===== src/rtl/inv_bank_pkg.sv =====
// ============================================================================
// Module   : inv_bank_pkg
// Brief    : Shared constants and clog2 helper for the inverter bank filter.
// Revision : 1.0
// ============================================================================
`default_nettype none

package inv_bank_pkg;

    localparam int C_N_CH     = 6;
    localparam int C_FILT_LEN = 4;
    localparam int C_INIT     = 0;

    // Ceiling log2, never less than 1 so a counter always has a bit.
    function automatic int clog2(input int value);
        int res;
        res = 0;
        while ((1 << res) < value) begin
            res = res + 1;
        end
        if (res < 1) begin
            res = 1;
        end
        return res;
    endfunction

endpackage

`default_nettype wire


===== src/rtl/inv_filt_ch.sv =====
// ============================================================================
// Module   : inv_filt_ch
// Brief    : One debounced inverter/buffer channel. Optional two-flop input
//            synchronizer enabled by macro INV_BANK_SYNC_EN.
// Revision : 1.0
// ============================================================================
`default_nettype none

module inv_filt_ch
    import inv_bank_pkg::*;
#(
    parameter int   FILT_LEN = C_FILT_LEN,
    parameter logic INIT     = 1'b0
) (
    input  logic clk,
    input  logic rst,
    input  logic a,
    input  logic mode,
    output logic y,
    output logic chg
);

    localparam int            CW     = clog2(FILT_LEN);
    localparam logic [CW-1:0] C_LAST = CW'(FILT_LEN - 1);
    localparam logic [CW-1:0] C_ONE  = CW'(1);

    logic          w_s;
    logic          r_f;
    logic [CW-1:0] r_cnt;
    logic          r_chg;

`ifdef INV_BANK_SYNC_EN
    logic r_s1;
    logic r_s2;

    always_ff @(posedge clk or posedge rst) begin
        if (rst) begin
            r_s1 <= INIT;
            r_s2 <= INIT;
        end else begin
            r_s1 <= a;
            r_s2 <= r_s1;
        end
    end

    assign w_s = r_s2;
`else
    assign w_s = a;
`endif

    // The counter saturates at C_LAST, where the new level is accepted.
    always_ff @(posedge clk or posedge rst) begin
        if (rst) begin
            r_f   <= INIT;
            r_cnt <= '0;
            r_chg <= 1'b0;
        end else begin
            r_chg <= 1'b0;
            if (w_s == r_f) begin
                r_cnt <= '0;
            end else if (r_cnt == C_LAST) begin
                r_f   <= w_s;
                r_cnt <= '0;
                r_chg <= 1'b1;
            end else begin
                r_cnt <= r_cnt + C_ONE;
            end
        end
    end

    assign y   = r_f ^ mode;
    assign chg = r_chg;

endmodule

`default_nettype wire


===== src/rtl/inv_bank_filt.sv =====
// ============================================================================
// Module   : inv_bank_filt
// Brief    : Bank of N_CH independent filtered inverter/buffer channels.
//            Define INV_BANK_SYNC_EN to add a two-flop input synchronizer.
// Revision : 1.0
// ============================================================================
`default_nettype none

module inv_bank_filt
    import inv_bank_pkg::*;
#(
    parameter int              N_CH     = C_N_CH,
    parameter int              FILT_LEN = C_FILT_LEN,
    parameter logic [N_CH-1:0] INIT     = N_CH'(C_INIT)
) (
    input  logic            clk,
    input  logic            rst,
    input  logic [N_CH-1:0] a,
    input  logic [N_CH-1:0] mode,
    output logic [N_CH-1:0] y,
    output logic [N_CH-1:0] chg
);

    genvar gi;
    generate
        for (gi = 0; gi < N_CH; gi = gi + 1) begin : g_ch
            inv_filt_ch #(
                .FILT_LEN (FILT_LEN),
                .INIT     (INIT[gi])
            ) u_ch (
                .clk  (clk),
                .rst  (rst),
                .a    (a[gi]),
                .mode (mode[gi]),
                .y    (y[gi]),
                .chg  (chg[gi])
            );
        end
    endgenerate

endmodule

`default_nettype wire


===== config.mk =====
export PLATFORM = sky130hd
export DESIGN_NAME = inv_bank_filt
export DESIGN_NICKNAME = d
export VERILOG_FILES = /design/src/rtl/inv_bank_pkg.sv /design/src/rtl/inv_filt_ch.sv /design/src/rtl/inv_bank_filt.sv
export SDC_FILE = /design/constraint.sdc
export NUM_CORES = 1
export LEC_CHECK = 0
export BUFFER_PORTS_ARGS = -buffer_cell sky130_fd_sc_hd__buf_2
export CAP_MARGIN = 0
export CORE_ASPECT_RATIO = 0.8
export CORE_MARGIN = 1.5
export CORE_UTILIZATION = 40
export DETAILED_ROUTE_END_ITERATION = 16
export HOLD_SLACK_MARGIN = 0.03
export SLEW_MARGIN = 10
export SYNTH_ARGS = -nofsm -noshare
export SYNTH_HDL_FRONTEND = slang
export SYNTH_SLANG_ARGS = --single-unit
export TNS_END_PERCENT = 10

===== constraint.sdc =====
create_clock -name clk -period 1 [get_ports clk]
set_input_delay 0.1 -clock clk [delete_from_list [all_inputs] [get_ports clk]]
set_output_delay 0.1 -clock clk [all_outputs]
set_load 0.05 [all_outputs]

; ---- Yosys cells after proc, flatten, opt, wreduce, memory -nomap -nowiden
; Index checks and enable logic that the tools add are counted.
[word_totals]
register_bits = 24
out_inout_bits = 12
[op_classes]
add_sub_neg = 6
n_eq_ne = 12
n_mux = 24
n_bitwise = 12
reduce_logical = 6
[ops]
columns = cell, count
row1 = $mux W2, 12
row2 = $add A2 B1 Y2 const B, 6
row3 = $eq A2 B2 Y1 const B, 6
row4 = $mux W1, 12
row5 = $reduce_and A2 Y1, 6
row6 = $eq A1 B1 Y1, 6
row7 = $not A1 Y1, 6
row8 = $xor A1 B1 Y1, 6

; ---- Longest topological paths before layout
; Gate-level depths: netlist of run 1.
[logic_depth]
word_depth = 3
ltp_mapped = 2
mapped_depth_nobuf = 2

; ---- Cells and area by module
; From an unflattened synthesis of run 1, not the netlist that was laid out.
[unflattened]
hier_cells = 72
area_unflattened_um2 = 1021.0
[modules_own_cells]
columns = mod, n_inst, cells_per_inst, area_each_um2, seq_area_each_um2
row1 = inv_filt_ch, 6, 12, 170.2, 100.1

; ---- Worst setup path after synthesis of run 1
; No wires, ideal clock.
[synth_timing]
path_kind = register to register
startpoint = register g_ch[0].u_ch.r_cnt[0]
endpoint = register g_ch[0].u_ch.r_f
setup_ps = 128
t_arrival_ps = 895
t_required_ps = 872
path_slack_ps = -23
path_stages_with_launch = 3
period_less_slack_ps = 1023
path_cell_list = dfrtp_1 > ha_1 > mux2_1
[synth_between]
elab_chain_len = 2
[synth_rtl]
columns = element, line_no
row1 = from (decl), inv_filt_ch.sv:29  ; logic [CW-1:0] r_cnt;
row2 = from (signal assigned), inv_filt_ch.sv:66  ; r_cnt <= r_cnt + C_ONE;
row3 = $eq A2 B2 Y1, inv_filt_ch.sv:61  ; end else if (r_cnt == C_LAST) begin
row4 = $reduce_and A2 Y1 (no line), n/a
row5 = to (signal assigned), inv_filt_ch.sv:62  ; r_f <= w_s;
row6 = to (decl), inv_filt_ch.sv:28  ; logic r_f;
; No other way between the ends.
; A chain may end at the register's enable or synchronous reset.

; ---- Worst setup path after layout of run 1
[layout_timing]
startpoint = register g_ch[1].u_ch.r_f
endpoint = output y[1]
[layout_between]
elab_chain_len = 1
[layout_rtl]
columns = element, line_no
row1 = from (decl), inv_filt_ch.sv:28
row2 = from (signal assigned), inv_filt_ch.sv:62
row3 = $xor A1 B1 Y1, inv_filt_ch.sv:71  ; assign y = r_f ^ mode;
row4 = to (decl), inv_bank_filt.sv:20  ; output logic [N_CH-1:0] y,
; No other way between the ends.

==> impl_metrics.tcl, run 1 <==
set metrics [dict create \
    syn2layout_area_growth_pct 39.5 \
    rsz0062_at_grt "yes" \
    vias 653 \
    cp.required_ps 900 \
    hold_end "g_ch[5].u_ch.r_f$_DFFE_PP0P_" \
    cp.arrival_ps 1090 \
    r2r_slack_ps -50 \
    fin_tns_setup_ps -1250 \
    chipHeight_um 49.7 \
    avgViaCountPerCell 4.24 \
    crit_family "flip-flops" \
    cts_tree "yes" \
    coreArea_mm2 0.00252 \
    grt_use_total 0.128 \
    synth_area_mm2 0.00109 \
    powerDensity_mw_per_mm2 2870 \
    synth-warning-count 0 \
    rr_startpoint "g_ch[1].u_ch.r_f$_DFFE_PP0P_" \
    io_pins 26 \
    worstSkewPairLatency_ps 310 \
    crit_type "reg2out" \
    end_kind "primary output" \
    syn_nets 99 \
    slew_headroom 0.802 \
    synth_seq_cells 24 \
    synthCells 79 \
    grt_pass1_wl_mm 2.82 \
    hold_path_startpoint "a[5]" \
    grt_pass1_vias 679 \
    cts.path.max_buffers 2 \
    clkTransAtPathRegs_ps 130 \
    die_w_um 61.4 \
    place_hpwl_mm 1.09 \
    nets 139 \
    postLayoutCellArea_mm2 0.00152 \
    max_freq_mhz 837 \
    dp_cells 140 \
    drt_iter0_markers 5 \
    antenna_found_initial 0 \
    ys_types 8 \
    critical_path_buf_inv_count 1 \
    h-tree-depth 1 \
    gp_congestion 0.709 \
    clockRootBuffer "clkbuf_4" \
    place_area_mm2 0.00126 \
    ir_drop_mv 1.74 \
    hold_class "in2reg" \
    start_kind "flop" \
    finalPower_uw 4370 \
    start_util 0.433 \
    grt_max_degree 25 \
    clock_skew_ps 1.36 \
    setup_viol 12 \
    row_count 16 \
    cp_cell_sequence "xor2_1 > buf_4" \
    ant_nets 0 \
    final_cell_mix "dfrtp_1 (24), buf_4 (24), buf_2 (13), and2_1 (12), buf_6 (7)" \
    outcome "finished, violations left" \
    fin_crit_sh 1.19 \
    post-route-min-period_ps 1190 \
    numCtsBuffers 3 \
    drv_slew 0 \
    tightest_slew_ps 297 \
    drv_cap 0 \
    crit_path_max_fanout 2 \
    drc 0 \
    diodes 0 \
    fin_cells 154 \
    port_buffers 25 \
    hold_viol_final 0 \
    avgRoutedWirePerCell_um 10.6 \
    reg2reg_depth 4 \
    violations "negative setup slack" \
    drive_above_1_share 0.593 \
    avgSynthCellArea_um2 13.8 \
    cp_num_cells 2 \
    slowest_delay_ps 410 \
    overflow 0 \
    min_path_cells 2 \
    cts_sinks 24 \
    setup_ws_ps -194 \
    drt_pre_antenna_iters 2 \
    yosysSeqAreaShare 0.550 \
    r2r_end "g_ch[1].u_ch.r_cnt[0]$_DFF_PP0_" \
    hold_slack_ps 60.9 \
    wl_mm 1.64 \
    nFillCells 208 \
    p_leak_uw 0.000766 \
    critPathSlowestCell "dfrtp_1" \
    die_area_mm2 0.00306 \
]
## flip-flops by register name, summed over array words and instances (netlist names)
register	cells
g_ch.u_ch.r_cnt	12
g_ch.u_ch.r_f	6
g_ch.u_ch.chg	6
## worst reg2reg max path, stage by stage (launching register included)
cell     delay (ps)
dfrtp_1         410
buf_4           140
buf_6           110
xor2_2          140
nor3b_2         150
## layout make-up
class,instances,area (µm²),share of cell area
Tap cell,36,45.0,0.0296
Sequential cell,24,601,0.394
Timing Repair Buffer,47,354,0.232
Multi-Input combinational cell,42,484,0.318
Clock buffer,4,36.3,0.0238
Inverter,1,3.75,0.00246
## worst max-delay path by stage
stage                                          from                           end  slack, ps
CTS                    g_ch[1].u_ch.r_f$_DFFE_PP0P_                          y[1]       -220
global route           g_ch[1].u_ch.r_f$_DFFE_PP0P_                          y[1]       -270
detailed placement  g_ch[5].u_ch.r_cnt[0]$_DFF_PP0_  g_ch[5].u_ch.r_f$_DFFE_PP0P_        -50
global placement    g_ch[1].u_ch.r_cnt[0]$_DFF_PP0_  g_ch[1].u_ch.r_f$_DFFE_PP0P_        -20
finish                 g_ch[1].u_ch.r_f$_DFFE_PP0P_                          y[1]       -190
floorplan           g_ch[1].u_ch.r_cnt[0]$_DFF_PP0_  g_ch[1].u_ch.r_f$_DFFE_PP0P_        -20
## routing by layer
metal	track usage	share of wire	up-vias
met3	0.0577	0.048	4
met1	0.151	0.43	319
met5	0	0	-
met2	0.200	0.50	16
met4	0.0532	0.019	0
li1	-	-	314
## cells in the mapped netlist, drive strengths merged
library cell / n / area share
dfrtp: 24 / 0.55
and2: 12 / 0.069
buf: 12 / 0.082
xor2: 12 / 0.096
ha: 6 / 0.069
mux2: 6 / 0.062
nor3b: 6 / 0.069
inv: 1 / 0.0034
## logic make-up after synthesis
family        share of synthesized area
xor+xnor                         0.0962
buf+inv                          0.0859
fa+ha+maj                        0.0687
mux                              0.0619
simple gates                      0.137
flops                             0.550
## report_power, final
group / internal, µW / switching, µW
Combinational: 1170 / 1170
Sequential: 1320 / 209
Clock: 222 / 283
Total: 2710 / 1660
## timing repair
action,CTS,global route
gates resized for setup,26,9
pin swaps,10,8
hold endpoints to repair,26,0
setup buffers,4,3
hold buffers,3,0
setup endpoints to repair,20,31
gates cloned,0,0
## per-stage QoR
step	setup slack [ps]	utilization
finish	-194	0.604
global placement	-24.8	0.501
detailed placement	-53.3	0.501
floorplan	-22.9	-
global route	-269	0.604
CTS	-221	0.576
Power figures use the tool's default switching activity.
==> inputs of run 2 (changes only) <==
--- a/config.mk
+++ b/config.mk
@@ -12,6 +12,7 @@
 export CORE_UTILIZATION = 40
 export DETAILED_ROUTE_END_ITERATION = 16
 export HOLD_SLACK_MARGIN = 0.03
+export PLACE_DENSITY = 0.69
 export SLEW_MARGIN = 10
 export SYNTH_ARGS = -nofsm -noshare
 export SYNTH_HDL_FRONTEND = slang
==> run 2 against run 1 <==
Sequential share of layout area decreased by 1.2 points. Global-route usage decreased by 0.26 points. Clock skew rose by 8.3 ps. Critical path type unchanged. Utilization is 1.8 points higher. Hold slack worse by 4.0 ps. Combinational power barely moved. The flow still finishes with violations (negative setup slack). Sequential cell count did not move. Worst setup slack worse by 26 ps.
==> impl_metrics.tcl, run 2 (same netlist as run 1, synthesis figures left out) <==
set metrics [dict create \
    violations "negative setup slack" \
    cp.arrival_ps 1120 \
    largest_reg_flops 12 \
    clock_skew_ps 9.63 \
    antenna_found_initial 0 \
    ir_drop_mv 1.53 \
    drv_cap 0 \
    io_pins 26 \
    overflow 0 \
    wl_mm 1.60 \
    fin_crit_sh 1.22 \
    grt_pass1_wl_mm 2.81 \
    post-route-util 0.623 \
    start_kind "flop" \
    crit_family "flip-flops" \
    crit_path_max_fanout 2 \
    finalPower_uw 4530 \
    cts.path.max_buffers 2 \
    rr_startpoint "g_ch[2].u_ch.r_f$_DFFE_PP0P_" \
    gp_congestion 0.670 \
    drv_slew 0 \
    grt_use_total 0.126 \
    avgRoutedWirePerCell_um 10.3 \
    cp_cell_sequence "xor2_1 > buf_4" \
    postLayoutCellArea_mm2 0.00157 \
    r2r_end "g_ch[2].u_ch.r_cnt[0]$_DFF_PP0_" \
    crit_type "reg2out" \
    layout_commonest_cell "dfrtp_1" \
    critical_path_buf_inv_count 1 \
    cts_tree "yes" \
    avgViaCountPerCell 4.23 \
    vias 656 \
    setup_ws_ps -220 \
    place_hpwl_mm 1.05 \
    diodes 0 \
    p_leak_uw 0.000772 \
    tightest_slew_ps 303 \
    powerDensity_mw_per_mm2 2890 \
    setup_viol 10 \
    final_cell_mix "dfrtp_1 (24), buf_4 (23), buf_2 (13), and2_1 (12), buf_6 (7)" \
    coreArea_mm2 0.00252 \
    clockRootBuffer "clkbuf_4" \
    crit_path_end "y[1]" \
    port_buffers 25 \
    grt_max_degree 25 \
    die_w_um 61.4 \
    max_freq_mhz 820 \
    drc 0 \
    chipHeight_um 49.7 \
    place_ws_ps -36.1 \
    nets 140 \
    outcome "finished, violations left" \
    drive_above_1_share 0.563 \
    syn2layout_area_growth_pct 43.8 \
    cp_num_cells 2 \
    cts_sinks 24 \
    post-route-min-period_ps 1220 \
    slowest_delay_ps 420 \
    crit_start "g_ch[1].u_ch.r_f$_DFFE_PP0P_" \
    ant_nets 0 \
    grt_pass1_vias 688 \
    start_util 0.433 \
    numCtsBuffers 3 \
    hold_viol_final 0 \
    worstSkewPairLatency_ps 310 \
    clkTransAtPathRegs_ps 130 \
    drt_iter0_markers 5 \
    slew_headroom 0.798 \
    drt_pre_antenna_iters 2 \
    end_kind "primary output" \
    row_count 16 \
    cp.required_ps 900 \
    reg2reg_depth 4 \
    h-tree-depth 1 \
    place_area_mm2 0.00126 \
    rsz0062_at_grt "yes" \
    hold_class "in2reg" \
    critPathSlowestCell "dfrtp_1" \
    die_area_mm2 0.00306 \
    r2r_slack_ps -100 \
    regMostFlops "g_ch.u_ch.r_cnt" \
    min_path_cells 2 \
]
## run 2: what timing repair did
item | CTS | global route
buffers inserted | 5 | 2
hold endpoints to repair | 28 | 0
endpoints found under the setup margin | 20 | 30
pin swaps | 11 | 5
resized for setup | 24 | 11
hold buffers | 5 | 0
## run 2: stage by stage
stage	std cells	hold slack [ps]	setup TNS (ps)
2_1_floorplan	79	115	-115
3_3_place_gp	139	155	-24.5
3_5_place_dp	139	157	-119
4_1_cts	153	39.1	-1210
5_1_grt	155	38.3	-2490
6_report	155	56.8	-1420
## run 2: final cells by class
cell class	instances	area, µm²
multi-input cells	42	502
flip-flops and latches	24	601
clock buffers	3	22.5
inverters	1	3.75
well taps	36	45.0
clock inverters	1	30.0
fillers	209	952
repair buffers	48	367
## run 2: report_power, final
part           internal, µW  switching, µW  total [µW]
combinational          1140           1180        2320
sequential             1320            208        1530
clock                   405            277         682
total                  2870           1670        4530
## run 2: how the worst min path moves through the flow
stage                     from                              end
after floorplan            rst       g_ch[0].u_ch.chg$_DFF_PP0_
after global placement     rst  g_ch[1].u_ch.r_cnt[0]$_DFF_PP0_
after detailed placement   rst       g_ch[0].u_ch.chg$_DFF_PP0_
after CTS                 a[2]     g_ch[2].u_ch.r_f$_DFFE_PP0P_
after global routing      a[2]     g_ch[2].u_ch.r_f$_DFFE_PP0P_
final                     a[2]     g_ch[2].u_ch.r_f$_DFFE_PP0P_
## run 2: routing by layer
metal	share of wire	up-vias	track usage
met5	0	-	0
met4	0	0	0.0213
met3	0.046	0	0.0551
met2	0.53	15	0.225
met1	0.43	326	0.137
li1	-	315	-
==> inputs of run 3 (changes only) <==
--- a/config.mk
+++ b/config.mk
@@ -12,7 +12,7 @@
 export CORE_UTILIZATION = 40
 export DETAILED_ROUTE_END_ITERATION = 16
 export HOLD_SLACK_MARGIN = 0.03
-export PLACE_DENSITY = 0.69
+export PLACE_DENSITY = 0.66
 export SLEW_MARGIN = 10
 export SYNTH_ARGS = -nofsm -noshare
 export SYNTH_HDL_FRONTEND = slang
==> constraint.sdc (replaced) <==
create_clock -name clk -period 1.4 [get_ports clk]
set_input_delay 0.14 -clock clk [delete_from_list [all_inputs] [get_ports clk]]
set_output_delay 0.14 -clock clk [all_outputs]
set_load 0.05 [all_outputs]
==> run 3 against run 2 <==
Sequential power down 27%. The flow now finishes without violations. Routed wire length down 19%. Critical path type unchanged. First-iteration DRC count rose to 2.8 times the previous value. Combinational power down 53%. Clock skew down 8.3 ps. Power down 44%. Via count down 11%.
==> impl_metrics.tcl, run 3 (same netlist as run 1, synthesis figures left out) <==
set metrics [dict create \
    outcome "completed" \
    wl_mm 1.30 \
    crit_start "g_ch[4].u_ch.r_f$_DFFE_PP0P_" \
    grt_max_degree 25 \
    port_buffers 25 \
    avgRoutedWirePerCell_um 9.66 \
    hold_viol_final 0 \
    finalPower_uw 2540 \
    gr-usage-met2 0.168 \
    tightest_slew_ps 299 \
    regMostFlops "g_ch.u_ch.r_cnt" \
    grt_pass1_vias 595 \
    place_area_mm2 0.00118 \
    clockRootBuffer "clkbuf_4" \
    slew_headroom 0.801 \
    start_util 0.433 \
    critical_path_buf_inv_count 1 \
    worstSkewPairLatency_ps 310 \
    overflow 0 \
    hold_path_startpoint "a[3]" \
    cts.path.max_buffers 2 \
    postLayoutCellArea_mm2 0.00123 \
    critPathSlowestCell "dfrtp_1" \
    die_area_mm2 0.00306 \
    drive_above_1_share 0.367 \
    drt_iter0_markers 14 \
    largest_reg_flops 12 \
    die_w_um 61.4 \
    antenna_found_initial 0 \
    io_pins 26 \
    cts_tree "yes" \
    final_cell_mix "dfrtp_1 (24), buf_2 (24), xor2_1 (12), and2_1 (12)" \
    drt_pre_antenna_iters 3 \
    ir_drop_mv 0.968 \
    vias 586 \
    syn2layout_area_growth_pct 12.5 \
    slowest_delay_ps 430 \
    end_kind "primary output" \
    use_met1 0.119 \
    setup_viol 0 \
    cp.required_ps 1260 \
    drv_cap 0 \
    crit_family "flip-flops" \
    place_hpwl_mm 1.00 \
    crit_type "reg2out" \
    post-route-min-period_ps 1310 \
    post-route-util 0.487 \
    hold_class "in2reg" \
    cts_sinks 24 \
    grt_use_total 0.103 \
    grt_pass1_wl_mm 2.32 \
    nets 119 \
    fin_crit_sh 0.933 \
    h-tree-depth 1 \
    postCtsSetupRepairBufs 0 \
    met3_usage 0.0472 \
    rsz0062_at_grt "no" \
    p_leak_uw 0.000651 \
    avgViaCountPerCell 4.37 \
    ant_nets 0 \
    coreArea_mm2 0.00252 \
    drc 0 \
    chipHeight_um 49.7 \
    cp.arrival_ps 1170 \
    powerDensity_mw_per_mm2 2070 \
    clkTransAtPathRegs_ps 120 \
    busiest_layer "met2" \
    max_freq_mhz 766 \
    diodes 0 \
    row_count 16 \
    clock_skew_ps 1.32 \
    cp_cell_sequence "xor2_1 > buf_2" \
    rr_startpoint "g_ch[0].u_ch.r_cnt[0]$_DFF_PP0_" \
    drv_slew 0 \
    crit_path_max_fanout 3 \
    gp_congestion 0.683 \
    numCtsBuffers 3 \
    start_kind "flop" \
    fin_tns_setup_ps 0 \
]
==> run 3: cell count changes in the layout (fill, tap and decap cells not counted), sizes merged <==
cell and delta:
clkbuf +2, dlygate4sd3 -4, bufinv -1, buf -18
==> run 3: final timing paths <==
check / cells past startpoint / end / slack, ps
max reg2reg: 2 / g_ch[0].u_ch.r_f$_DFFE_PP0P_ / 310
min in group asynchronous: 4 / g_ch[4].u_ch.chg$_DFF_PP0_ / 400
min reg2reg: 1 / g_ch[4].u_ch.r_cnt[0]$_DFF_PP0_ / 460
min: 2 / g_ch[3].u_ch.r_f$_DFFE_PP0P_ / 60
max: 2 / y[4] / 90
max in group asynchronous: 4 / g_ch[0].u_ch.r_f$_DFFE_PP0P_ / 780
==> run 3: per-layer routing <==
layer	vias to the layer above	part of all wire
li1	283	-
met1	284	0.41
met2	17	0.51
met3	2	0.072
met4	0	0.0077
met5	-	0
==> run 3: power by group <==
part / internal (µW) / switching, µW / total, µW / leakage, µW
registers: 942 / 165 / 1110 / 0.000309
logic: 416 / 666 / 1080 / 0.000321
clock network: 159 / 196 / 355 / 0.0000210
==> run 3: what timing repair did <==
action | 4_1_cts | 5_1_grt
endpoints found under the setup margin | 0 | 1
gates resized for setup | 0 | 1
hold buffers | 1 | 0
endpoints found under the hold margin | 24 | 0
==> run 3: area by class of cell <==
cell class | instances | area (µm²)
fillers | 242 | 1290
flip-flops and latches | 24 | 601
multi-input cells | 42 | 398
repair buffers | 27 | 145
well taps | 36 | 45.0
clock buffers | 4 | 36.3
inverters | 1 | 3.75
==> run 3: worst reg2reg max path, stage by stage, from the launching register on <==
cell	delay (ps)
dfrtp_1	420
ha_1	250
mux2_1	320
==> run 3: per-stage QoR <==
step           cells  hold slack (ps)  worst slack (ps)
4_1_cts          134             46.2              63.9
3_5_place_dp     129              205               322
3_3_place_gp     129              196               343
6_report         134             63.9              94.1
2_1_floorplan     79              155               377
5_1_grt          134             42.5              7.69
